--- config.mk ---
export PLATFORM = sky130hd
export DESIGN_NAME = eth_tx_arbiter
export DESIGN_NICKNAME = d
export VERILOG_FILES = /design/src/rtl/eth_tx_arbiter.sv
export SDC_FILE = /design/constraint.sdc
export NUM_CORES = 1
export LEC_CHECK = 0
export ABC_AREA = 1
export ABC_CLOCK_PERIOD_IN_PS = 2800
export CAP_MARGIN = 10
export CORE_AREA = 2 2 115 117
export CTS_CLUSTER_SIZE = 12
export DETAILED_ROUTE_END_ITERATION = 8
export DIE_AREA = 0 0 117 119
export HOLD_SLACK_MARGIN = 0.05
export PLACE_DENSITY = 0.66
export SETUP_SLACK_MARGIN = 0.15
export SLEW_MARGIN = 20
export SYNTH_ARGS = -nofsm -noshare
export SYNTH_HDL_FRONTEND = slang
export SYNTH_SLANG_ARGS = --single-unit
--- constraint.sdc ---
create_clock -name eth_clk -period 2.8 [get_ports eth_clk]
set_input_delay 0.56 -clock eth_clk [delete_from_list [all_inputs] [get_ports eth_clk]]
set_output_delay 0.56 -clock eth_clk [all_outputs]
set_load 0.02 [all_outputs]
--- src/rtl/eth_tx_arbiter.sv ---
// eth_tx_arbiter
//
// Frame-level round-robin arbiter that shares the single MAC TX AXI-Stream
// port between two encapsulation streams (port 0: RX-snoop, port 1: TX-snoop).
// A grant is held from the first beat of a frame until its tlast beat is
// accepted, so frames are never interleaved. Everything runs on eth_clk.
//
// Handshake: a beat moves across an interface in a cycle where tvalid and
// tready are both high at the rising edge; a source keeps tvalid and its beat
// stable until that happens. tready may depend combinationally on tvalid
// (here: sN_tready is eth_tx_tready gated by the grant).
//
// Ports:
//   eth_clk, sys_rst156        clock, synchronous active-high reset
//   s0_*, s1_*                 requester streams (tvalid/tready/tdata/tkeep/tlast/tuser)
//   eth_tx_*                   stream to the MAC
//   grant                      one-hot current owner, 2'b00 when idle
//   frame_cnt0, frame_cnt1     frames forwarded per port
//
// Optional feature: define ETH_TX_ARB_STATS_EN to build the per-port frame
// counters (wrap modulo 2^CNT_WIDTH). Without it both counters read 0.

module eth_tx_arbiter #(
    parameter int DATA_WIDTH = 64,
    parameter int CNT_WIDTH  = 32
) (
    input  logic                    eth_clk,
    input  logic                    sys_rst156,

    input  logic                    s0_tvalid,
    output logic                    s0_tready,
    input  logic [DATA_WIDTH-1:0]   s0_tdata,
    input  logic [DATA_WIDTH/8-1:0] s0_tkeep,
    input  logic                    s0_tlast,
    input  logic                    s0_tuser,

    input  logic                    s1_tvalid,
    output logic                    s1_tready,
    input  logic [DATA_WIDTH-1:0]   s1_tdata,
    input  logic [DATA_WIDTH/8-1:0] s1_tkeep,
    input  logic                    s1_tlast,
    input  logic                    s1_tuser,

    output logic                    eth_tx_tvalid,
    input  logic                    eth_tx_tready,
    output logic [DATA_WIDTH-1:0]   eth_tx_tdata,
    output logic [DATA_WIDTH/8-1:0] eth_tx_tkeep,
    output logic                    eth_tx_tlast,
    output logic                    eth_tx_tuser,

    output logic [1:0]              grant,
    output logic [CNT_WIDTH-1:0]    frame_cnt0,
    output logic [CNT_WIDTH-1:0]    frame_cnt1
);

    typedef enum logic [1:0] {
        IDLE = 2'd0,
        GNT0 = 2'd1,
        GNT1 = 2'd2
    } state_t;

    state_t state_q, state_d;
    logic   last_gnt_q, last_gnt_d;
    logic   arbitrate;

    always_ff @(posedge eth_clk) begin
        if (sys_rst156) begin
            state_q    <= IDLE;
            last_gnt_q <= 1'b1;   // port 0 wins the first contention
        end else begin
            state_q    <= state_d;
            last_gnt_q <= last_gnt_d;
        end
    end

    always_comb begin
        state_d       = state_q;
        last_gnt_d    = last_gnt_q;
        arbitrate     = 1'b0;
        eth_tx_tvalid = 1'b0;
        eth_tx_tdata  = '0;
        eth_tx_tkeep  = '0;
        eth_tx_tlast  = 1'b0;
        eth_tx_tuser  = 1'b0;
        s0_tready     = 1'b0;
        s1_tready     = 1'b0;

        case (state_q)
            IDLE: arbitrate = 1'b1;
            GNT0: begin
                eth_tx_tvalid = s0_tvalid;
                eth_tx_tdata  = s0_tdata;
                eth_tx_tkeep  = s0_tkeep;
                eth_tx_tlast  = s0_tlast;
                eth_tx_tuser  = s0_tuser;
                s0_tready     = eth_tx_tready;
                // Re-arbitrate in the tlast handshake cycle: no idle bubble.
                arbitrate     = s0_tvalid & eth_tx_tready & s0_tlast;
            end
            GNT1: begin
                eth_tx_tvalid = s1_tvalid;
                eth_tx_tdata  = s1_tdata;
                eth_tx_tkeep  = s1_tkeep;
                eth_tx_tlast  = s1_tlast;
                eth_tx_tuser  = s1_tuser;
                s1_tready     = eth_tx_tready;
                arbitrate     = s1_tvalid & eth_tx_tready & s1_tlast;
            end
            default: state_d = IDLE;
        endcase

        // The finishing port's own tvalid is still high during its tlast
        // handshake, so it competes too; last_gnt already names it, which
        // hands the next frame to the other port when both are waiting.
        if (arbitrate) begin
            if (s0_tvalid && s1_tvalid) begin
                if (last_gnt_q) begin
                    state_d    = GNT0;
                    last_gnt_d = 1'b0;
                end else begin
                    state_d    = GNT1;
                    last_gnt_d = 1'b1;
                end
            end else if (s0_tvalid) begin
                state_d    = GNT0;
                last_gnt_d = 1'b0;
            end else if (s1_tvalid) begin
                state_d    = GNT1;
                last_gnt_d = 1'b1;
            end else begin
                state_d    = IDLE;
            end
        end
    end

    assign grant = {state_q == GNT1, state_q == GNT0};

`ifdef ETH_TX_ARB_STATS_EN
    logic [CNT_WIDTH-1:0] frame_cnt0_q, frame_cnt0_d;
    logic [CNT_WIDTH-1:0] frame_cnt1_q, frame_cnt1_d;

    always_ff @(posedge eth_clk) begin
        if (sys_rst156) begin
            frame_cnt0_q <= '0;
            frame_cnt1_q <= '0;
        end else begin
            frame_cnt0_q <= frame_cnt0_d;
            frame_cnt1_q <= frame_cnt1_d;
        end
    end

    // Errored (tuser) frames count as forwarded frames as well.
    always_comb begin
        frame_cnt0_d = frame_cnt0_q;
        frame_cnt1_d = frame_cnt1_q;
        if (state_q == GNT0 && s0_tvalid && eth_tx_tready && s0_tlast)
            frame_cnt0_d = frame_cnt0_q + CNT_WIDTH'(1);
        if (state_q == GNT1 && s1_tvalid && eth_tx_tready && s1_tlast)
            frame_cnt1_d = frame_cnt1_q + CNT_WIDTH'(1);
    end

    assign frame_cnt0 = frame_cnt0_q;
    assign frame_cnt1 = frame_cnt1_q;
`else
    assign frame_cnt0 = '0;
    assign frame_cnt1 = '0;
`endif

endmodule
# Word level (Yosys, flattened, before mapping)
# Index checks and enable logic that the tools add are counted.
# totals
register_bits,3
inputBits,153
output_inout_bits,143
elab_cells,32
# op_classes
n_eq_ne,3
mux,18
n_bitwise,4
reduce_logical,5
# ops
op,n
case mux 64 bit (2 select lines),1
case mux 8 bit (2 select lines),1
2-to-1 mux 2 bit,6
2-to-1 mux 1 bit,6
case mux 1 bit (2 select lines),3
bitwise AND 1 bit,4
case mux 1 bit (3 select lines),1
nonzero test 3 bit,1
OR reduction 3 bit,1
== test 2 x 1 -> 1 bit (second input constant),1
== test 2 bit (second input constant),1
logical NOT 2 bit,1
!= test 2 x 1 -> 1 bit (second input constant),1
AND reduction 2 bit,1
logical AND 1 bit,1

# Longest topological paths before layout
# Gate-level depths: netlist of the first run.
# depth
word_depth,4
ltp_mapped,10
depth_no_buf,10

# Worst setup path before layout of the first run
# OpenSTA, ideal clock, no wires.
# synth_timing
kind,reg-to-output
from,register state_q[0]
to,output port eth_tx_tdata[10]
arrival_ns,1.491
required_time_ns,2.240
setup_slack_ns,0.749
path_stages_with_launch,7
path_buffers,2
cell_sequence,dfxtp_1 inv_1 ha_1 buf_4 buf_2 nand2_1 a21oi_1
# synth_between
elab_chain_cells,2
word_cells_on_any_way,3
classes_between,eq/ne (2); mux (1)
# synth_rtl
item,line_no,source
"start, declared",62,"state_t state_q, state_d;"
"start signal, assigned",71,state_q <= state_d;
== test 2 bit,--,
named net grant[1],51,"output logic [1:0] grant,"
case mux 64 bit (2 select lines),88,case (state_q)
"end, declared",46,"output logic [DATA_WIDTH-1:0] eth_tx_tdata,"
# The timed path passes the listed nets, and every way through them passes these cells.

# Worst setup path after layout of the first run
# layout_timing
from,register state_q[1]
to,output port eth_tx_tlast
# layout_between
elab_chain_cells,2
word_cells_on_any_way,3
classes_between,eq/ne (2); mux (1)
# layout_rtl
item,line_no,source
== test 2 bit / == test 2 x 1 -> 1 bit (equally long branches),88,
case mux 1 bit (2 select lines) (*),88,
"end, declared",48,"output logic eth_tx_tlast,"
# Every way passes the cells marked *; elsewhere a longest branch is shown, timed or not.

==> flow_metrics.env, run 1 <==
export IMPL_status="finished, final reports clean"
export IMPL_worstPathRequired_ps=2240
export IMPL_antenna_found_initial=0
export IMPL_cts_buffer_depth=2
export IMPL_crit_fanout=46
export IMPL_dr_pass1_iters=4
export IMPL_yosysWarnings=0
export IMPL_route_vias_total=2788
export IMPL_drive_gt1_share_pct=2.265
export IMPL_irDropWorstVdd_v=0.0002503
export IMPL_insertedDiodeCount=0
export IMPL_grt_pass1_vias=2482
export IMPL_grt_util_met3_pct=1.527
export IMPL_hold_violations=0
export IMPL_htreeDepth=1
export IMPL_r2r_end="last_gnt_q"
export IMPL_rsz0062_at_grt="no"
export IMPL_via_per_inst=3.717
export IMPL_slew_violations=0
export IMPL_globalRouteMet1Util_pct=11.86
export IMPL_die_w_um=117
export IMPL_start_kind="flip-flop"
export IMPL_endpoint="eth_tx_tlast"
export IMPL_cp_top_family="buffers and inverters"
export IMPL_final_antenna_net_count=0
export IMPL_ys_ff_latch=3
export IMPL_crit_cells=6
export IMPL_wl_per_cell_um=11.24
export IMPL_cts_buffers=3
export IMPL_gp_congestion=0.7522
export IMPL_grt_pass1_wl_um=11920
export IMPL_hpwl_um=6580
export IMPL_drv_cap=0
export IMPL_finalCritPeriodShare_pct=89.87
export IMPL_fin_util_pct=33.68
export IMPL_setup_viol=0
export IMPL_core_area_um2=12870
export IMPL_grt_max_degree=47
export IMPL_initial_core_util_pct=14.24
export IMPL_holdPathStages=2
export IMPL_syn_instance_count=358
export IMPL_worst_path_buf_inv=3
export IMPL_finalWirelength_um=8427
export IMPL_root_buffer="clkbuf_16"
export IMPL_synth_area_per_cell_um2=5.120
export IMPL_r2r_start="state_q[0]"
export IMPL_fp_dieH_um=119
export IMPL_io_pins=296
export IMPL_fmax_mhz=397.4
export IMPL_cts_clk_slew_worst_paths_ps=30
export IMPL_grt_ovfl_total=0
export IMPL_seq_area_frac_synth_pct=3.276
export IMPL_dieArea_um2=13920
export IMPL_gr_usage_all_layers_pct=10.34
export IMPL_area_growth_pct=136.6
export IMPL_dr_first_iter_drc_count=67
export IMPL_use_met2_pct=20.63
export IMPL_fin_crit_ps=2516
export IMPL_clkSinkCount=3
export IMPL_cp_end_kind="primary output"
export IMPL_post_route_drc_count=0
export IMPL_fin_skew_ps=1.199
export IMPL_hold_path_class="flip-flop to flip-flop"
export IMPL_io_buffers=231
export IMPL_critPathLaunch="state_q[1]"
export IMPL_tritoncts="built"
export IMPL_cp_slowest_cell="clkdlybuf4s50_1"
export IMPL_setup_tns_ps=0
export IMPL_rows=42
export IMPL_fin_nets=732
export IMPL_arrival_ps=1960
export IMPL_r2r_cells=11
export IMPL_grt_most_used_layer="met2"
export IMPL_path_cells="inv_1 > ha_2 > buf_12 > nand2_1 > a21oi_1 > clkdlybuf4s50_1"
export IMPL_leakagePower_nw=2.709
export IMPL_clk_latency_ps=220
export IMPL_cpPeakStageDelay_ps=630
export IMPL_r2r_slack_ps=1250
export IMPL_power_density_nw_per_um2=235.1
export IMPL_worstSetupPathType="flip-flop to primary output"
export IMPL_syn_area_um2=1833
export IMPL_synth_cell_types=14
## final cells by class
class | count | area [um2]
well taps | 176 | 220.2
multi-input cells | 316 | 1344
flip-flops and latches | 3 | 60.06
clock buffers | 4 | 78.83
fillers | 1441 | 8538
inverters | 14 | 55.05
repair buffers | 237 | 2579
## flip-flops by register name, summed over array words and instances, names as in the netlist
| signal | count |
|---|---|
| last_gnt_q | 1 |
| state_q | 2 |
## worst min path at each step
stage                    start         end
floorplan           last_gnt_q  last_gnt_q
global placement    last_gnt_q  last_gnt_q
detailed placement  last_gnt_q  last_gnt_q
CTS                 last_gnt_q  last_gnt_q
global route        last_gnt_q  last_gnt_q
finish              last_gnt_q  last_gnt_q
## routing by layer
layer | share of wire (%) | wire length, um
met4 | 0 | 0
met5 | 0 | 0
met2 | 52 | 4410
met3 | 8.6 | 727
met1 | 39 | 3289
## synth_stat cells (all sizes together)
cell    count  area (um2)
a21oi      78       390.4
o21a        1       7.510
clkbuf      2       7.510
nand4       2       12.51
nand3       5       30.03
conb        1       3.750
inv        14       52.55
nand2     159       596.8
dfxtp       3       60.06
buf        86       610.6
ha          4       50.05
nor2        3       11.26
## repair_timing
item / CTS / global route
resized for setup: 9 / 64
hold buffers: 0 / 0
pin swaps: 0 / 0
buffers inserted: 0 / 0
setup endpoints to repair: 9 / 63
## power by group
| part | switching (mW) | internal [mW] | leakage, nW |
|---|---|---|---|
| clock | 0.0384 | 0.188 | 0.0382 |
| combinational | 0.388 | 0.353 | 2.65 |
| sequential | 0.00504 | 0.0477 | 0.0248 |
## per-stage QoR
step / total power, mW / hold slack (ps) / worst slack, ps / cell area, um2 / cells
final: 1.020 / 492.0 / 283.8 / 4337 / 750
after global routing: 1.095 / 516.9 / 151.8 / 4337 / 750
after floorplan: 0.4802 / 456.7 / 749.0 / 2069 / 421
after CTS: 1.041 / 498.2 / 158.8 / 4177 / 750
after detailed placement: 0.8113 / 491.5 / 283.8 / 4109 / 746
after global placement: 0.8103 / 480.6 / 284.9 / 4109 / 746
## cell families after synthesis
| kind of cell | share of synthesized area, % |
|---|---|
| buf+inv | 36.59 |
| compound gates | 21.71 |
| other cells | 0.2046 |
| flops | 3.277 |
| fa+ha+maj | 2.730 |
| simple gates | 35.49 |
## cells in the final DEF (no fill, tap or decap)
master	synthesis	layout
buf_12	0	6
dlymetal6s2s_1	0	63
inv_4	0	1
nor2_1	3	3
dfxtp_1	3	3
ha_2	0	2
nand4_1	2	2
clkbuf_1	2	1
inv_1	14	13
nand3_1	4	4
a21oi_1	78	78
nand3_2	1	1
conb_1	1	64
nand2_1	159	159
ha_1	4	2
dlygate4sd2_1	0	9
clkbuf_16	0	3
clkdlybuf4s50_1	0	159
o21a_1	1	1
## tightest hold or removal path, cell delays in order (launching register included)
cell     delay, ps
dfxtp_1        320
nand2_1         70
nand2_1         50
No activity file was read; power rests on OpenSTA's default activity.
==> run 2, diff against run 1 <==
Settings changed: ABC_CLOCK_PERIOD_IN_PS 2800 to default.
==> results of run 2 <==
Same layout as run 1: the final DEF is identical, and so are final timing and power.
==> run 3, diff against run 2 <==
Clock period 2.8 ns to 3.3 ns, I/O delays scaled along.
==> run 3 against run 2 <==
Against the previous run: combinational power shrank 16%; clock skew fell by 0.79 ps; flip-flop and latch count stayed put; utilization is 1.5 points lower; critical endpoint is now eth_tx_tdata[23]; largest cell class unchanged.
==> flow_metrics.env, run 3 (synthesis gave the netlist of run 1 again) <==
export IMPL_cpPeakStageDelay_ps=610
export IMPL_r2r_cells=10
export IMPL_path_cells="inv_1 > ha_2 > buf_4 > nand2_1 > a21oi_1 > clkdlybuf4s50_1"
export IMPL_cts_buffer_depth=2
export IMPL_antenna_found_initial=1
export IMPL_hpwl_um=6531
export IMPL_hold_violations=0
export IMPL_setup_tns_ps=0
export IMPL_fmax_mhz=349.9
export IMPL_holdPathStages=2
export IMPL_cp_top_family="buffers and inverters"
export IMPL_cts_clk_slew_worst_paths_ps=30
export IMPL_wl_per_cell_um=10.85
export IMPL_grt_pass1_wl_um=11780
export IMPL_worst_path_buf_inv=3
export IMPL_fin_skew_ps=0.4105
export IMPL_gr_usage_all_layers_pct=10.20
export IMPL_grt_pass1_vias=2399
export IMPL_largest_reg_flops=2
export IMPL_crit_fanout=45
export IMPL_critPathLaunch="state_q[1]"
export IMPL_final_cell_mix="clkdlybuf4s50_1, nand2_1, a21oi_1"
export IMPL_core_area_um2=12870
export IMPL_slew_violations=0
export IMPL_drv_cap=0
export IMPL_clk_latency_ps=220
export IMPL_rsz0062_at_grt="no"
export IMPL_power_density_nw_per_um2=206.4
export IMPL_finalWirelength_um=8152
export IMPL_final_antenna_net_count=0
export IMPL_tritoncts="built"
export IMPL_arrival_ps=2200
export IMPL_cts_buffers=3
export IMPL_cp_end_kind="primary output"
export IMPL_fin_nets=732
export IMPL_worstPathRequired_ps=2640
export IMPL_multi_input_area_um2=1344
export IMPL_drive_gt1_share_pct=2.265
export IMPL_holdPathEnd="last_gnt_q"
export IMPL_cts_resized=0
export IMPL_grt_ovfl_total=0
export IMPL_via_per_inst=3.659
export IMPL_area_growth_pct=125.9
export IMPL_gp_congestion=0.7184
export IMPL_worstSetupPathType="flip-flop to primary output"
export IMPL_die_w_um=117
export IMPL_grt_max_degree=50
export IMPL_hold_buffers=0
export IMPL_irDropWorstVdd_v=0.0002259
export IMPL_post_route_drc_count=0
export IMPL_r2r_slack_ps=1610
export IMPL_initial_core_util_pct=14.24
export IMPL_finalCritPeriodShare_pct=86.60
export IMPL_route_vias_total=2748
export IMPL_r2r_start="state_q[1]"
export IMPL_regMostFlops="state_q"
export IMPL_fp_dieH_um=119
export IMPL_hold_start="last_gnt_q"
export IMPL_register_area_um2=60.06
export IMPL_cp_slowest_cell="clkdlybuf4s50_1"
export IMPL_layout_top_registers="state_q (2), last_gnt_q (1)"
export IMPL_power_uw=854.7
export IMPL_post_cts_buffers=0
export IMPL_leakagePower_nw=1.507
export IMPL_start_kind="flip-flop"
export IMPL_setup_viol=0
export IMPL_root_buffer="clkbuf_16"
export IMPL_fin_crit_ps=2858
export IMPL_rows=42
export IMPL_clkSinkCount=3
export IMPL_dr_pass1_iters=4
export IMPL_status="finished, final reports clean"
export IMPL_fillerInstances=1418
export IMPL_dieArea_um2=13920
export IMPL_io_pins=296
export IMPL_hold_path_class="flip-flop to flip-flop"
export IMPL_final_common_cell="clkdlybuf4s50_1"
export IMPL_dr_first_iter_drc_count=80
export IMPL_r2r_end="last_gnt_q"
export IMPL_htreeDepth=1
export IMPL_io_buffers=231
run 3: through the flow:
stage                     setup WS (ps)  instance area (um2)  cells  hold slack [ps]  utilization (%)
after floorplan                    1149                 2069    421            456.7                -
after global placement            576.2                 4059    746            479.2            31.53
after detailed placement          561.5                 4059    746            490.0            31.53
after CTS                         413.0                 4138    750            495.5            32.14
after global routing              279.3                 4138    750            511.7            32.14
final                             442.1                 4140    751            500.9            32.16
run 3: worst max path at each step:
stage / end / depth (start not counted)
after floorplan: eth_tx_tdata[10] / 6
after global placement: eth_tx_tvalid / 4
after detailed placement: eth_tx_tvalid / 4
after CTS: eth_tx_tdata[23] / 6
after global routing: eth_tx_tdata[35] / 6
final: eth_tx_tdata[23] / 6
run 3: where the power goes:
part	leakage, nW	internal (mW)	switching (mW)	total, mW
combinational	1.44	0.294	0.325	0.620
sequential	0.0248	0.0405	0.00415	0.0447
clock	0.0382	0.159	0.0312	0.190
total	1.51	0.494	0.361	0.855
run 3: worst min-delay path, stage by stage (launching register included):
cell and delay [ps]:
dfxtp_1 330, nand2_1 80, nand2_1 50
run 3: layout make-up:
class	count	area share, %
repair buffers	237	57.54
multi-input cells	316	32.46
well taps	176	5.319
flip-flops and latches	3	1.451
inverters	14	1.269
clock buffers	4	1.904
diodes	1	0.06044
run 3: per-layer routing:
layer / vias up / GRT usage [%] / wire (um)
met5: - / 0 / 0
met4: 0 / 0.4412 / 0
met3: 0 / 1.883 / 692
met2: 131 / 19.83 / 4145
met1: 1184 / 11.92 / 3314
li1: 1433 / - / -
==> RTL change, RTL diff (flow settings as in run 2) <==
The option `ETH_TX_ARB_STATS_EN` is turned on by a define.
--- a/src/rtl/eth_tx_arbiter.sv
+++ b/src/rtl/eth_tx_arbiter.sv
@@ -19,6 +19,8 @@
 //
 // Optional feature: define ETH_TX_ARB_STATS_EN to build the per-port frame
 // counters (wrap modulo 2^CNT_WIDTH). Without it both counters read 0.
+
+`define ETH_TX_ARB_STATS_EN
 
 module eth_tx_arbiter #(
     parameter int DATA_WIDTH = 64,
Behaviour: not the same (a bounded check fails within 4 cycles, from zero or initial values and one cycle with sys_rst156 high).
==> RTL change against run 2 <==
Total power grew to 2.7 times the old value; hold slack gained 0.0043 ns; final area rose by 85%; sequential cell count grew 64; clock power grew to 4.7 times the old value; wire length rose by 120%; worst setup slack got worse by 0.035 ns; synthesized area increased by 150%; critical path depth unchanged; critical path type unchanged; critical endpoint is now eth_tx_tkeep[3]; largest power group is now clock.
==> RTL change: results (changes against run 2) <==
* I/O Buffers at 295 (+28%)
* Top cells by count, synth: nand2_1, a21oi_1, nor2_1
* Vias in the first global route at 5811 (+130%)
* Met3 wire length at 1601 µm (+120%)
* Worst Reg2Reg Path Length in Cells at 12 (+1)
* Wire length on met1 at 7325 µm (+120%)
* Clk Latency, worst-skew pair at 0.33 ns (+0.11 ns)
* Clock Skews at 0.003712 ns (+0.002514 ns)
* Hold path start: frame_cnt0[6]
* Met3 Track Usage GR at 0.07939 (+0.06412)
* Slowest Stage Delay on Critical Path at 0.38 ns (-0.25 ns)
* CP max FO at 30 (-35%)
* Initial antenna violation count at 1 (+1)
* Detailed Routing Iterations Pass 1 at 5 (+1)
* Post-synthesis sequential area ratio at 0.2931 (+0.2604)
* Peak supply drop at 0.2441 mV (-2.5%)
* Met1 usage at 0.3094 (+0.1908)
* First-pass GRT wire length at 29300 µm (+150%)
* H-tree levels at 3 (+2)
* DR iter-0 viols at 416 (+520%)
* Top post-synthesis cells by area: dfxtp_1, nand2_1, a21oi_1, nor2_1, inv_1
* Yosys cell types at 27 (+13)
* R2r setup slk at 0.46 ns (-0.79 ns)
* DP HPWL at 14830 µm (+130%)
* CTS buffer count at 9 (+6)
* Met2 usage at 0.4552 (+0.2489)
* Outcome: completed
[RTL change: cell count changes after synthesis, moves of 7 or more]
cell / run 2 / this run
nor2_2: 0 / 7
clkbuf_1: 2 / 26
inv_1: 14 / 91
nor2_1: 3 / 94
nand3_1: 4 / 37
nand4_1: 2 / 14
a21oi_1: 78 / 108
buf_4: 72 / 1
nor3_1: 0 / 15
o21ai_0: 0 / 22
buf_2: 14 / 0
dfxtp_1: 3 / 67
nand2_1: 159 / 284
[RTL change: power by group]
| part | leakage (nW) | switching, mW | internal (mW) |
|---|---|---|---|
| clock network | 0.141 | 0.408 | 0.664 |
| registers | 0.540 | 0.00525 | 0.960 |
| logic | 2.80 | 0.348 | 0.347 |
| total | 3.48 | 0.762 | 1.97 |
[RTL change: how the worst max path moves through the flow]
stage | cells after the start | startpoint | endpoint | slack, ns
after floorplan | 6 | state_q[1] | eth_tx_tdata[0] | 0.51
after global placement | 6 | state_q[0] | eth_tx_tuser | 0.22
after detailed placement | 6 | state_q[0] | eth_tx_tuser | 0.21
after CTS | 6 | state_q[1] | eth_tx_tuser | 0.005
after global routing | 7 | state_q[1] | eth_tx_tvalid | 0.16
final | 6 | state_q[1] | eth_tx_tkeep[3] | 0.25
[RTL change: kinds of logic after synthesis]
group / share of synthesized area
AOI/OAI and AO/OA: 0.1589
xor gates and xnor gates: 0.01340
adders and majority gates: 0.01641
buffers and inverters: 0.1025
DFF: 0.2931
and+or+nand+nor: 0.4156
[RTL change: worst reg2reg max path: stages (launching register included)]
cell and delay, ns:
dfxtp_1 0.34, inv_1 0.10, ha_2 0.23, buf_4 0.19
buf_4 0.18, nand2_1 0.08, nor2_1 0.12, buf_4 0.19
nand3_2 0.13, nor2_1 0.29, nand3_1 0.15, o21ai_1 0.17
nor2_1 0.05
[RTL change: area by class of cell]
class / instances / area (µm²)
Antenna cell: 1 / 2.502
Clock buffer: 13 / 270.3
Sequential cell: 67 / 1341
Multi-Input combinational cell: 617 / 2775
Tap cell: 176 / 220.2
Fill cell: 1293 / 4851
Timing Repair Buffer: 312 / 3054
Inverter: 92 / 350.3
Clock inverter: 2 / 10.01
[RTL change: metrics by stage]
stage          hold slack [ns]  utilization  total power, mW  area (µm²)  instances
5_1_grt                 0.5263       0.6230            2.856        8021       1279
2_1_floorplan           0.4500            -            1.279        4576        808
4_1_cts                 0.4958       0.6210            2.751        7995       1279
6_report                0.4963       0.6232            2.732        8024       1280
3_5_place_dp            0.4863       0.6054            1.713        7795       1264
3_3_place_gp            0.4662       0.6054            1.714        7795       1264
[RTL change: repair_timing]
item | 4_1_cts | 5_1_grt
gates cloned | 0 | 0
gates resized for setup | 70 | 10
endpoints found under the setup margin | 76 | 10
hold buffers | 0 | 0
hold endpoints to repair | 0 | 0
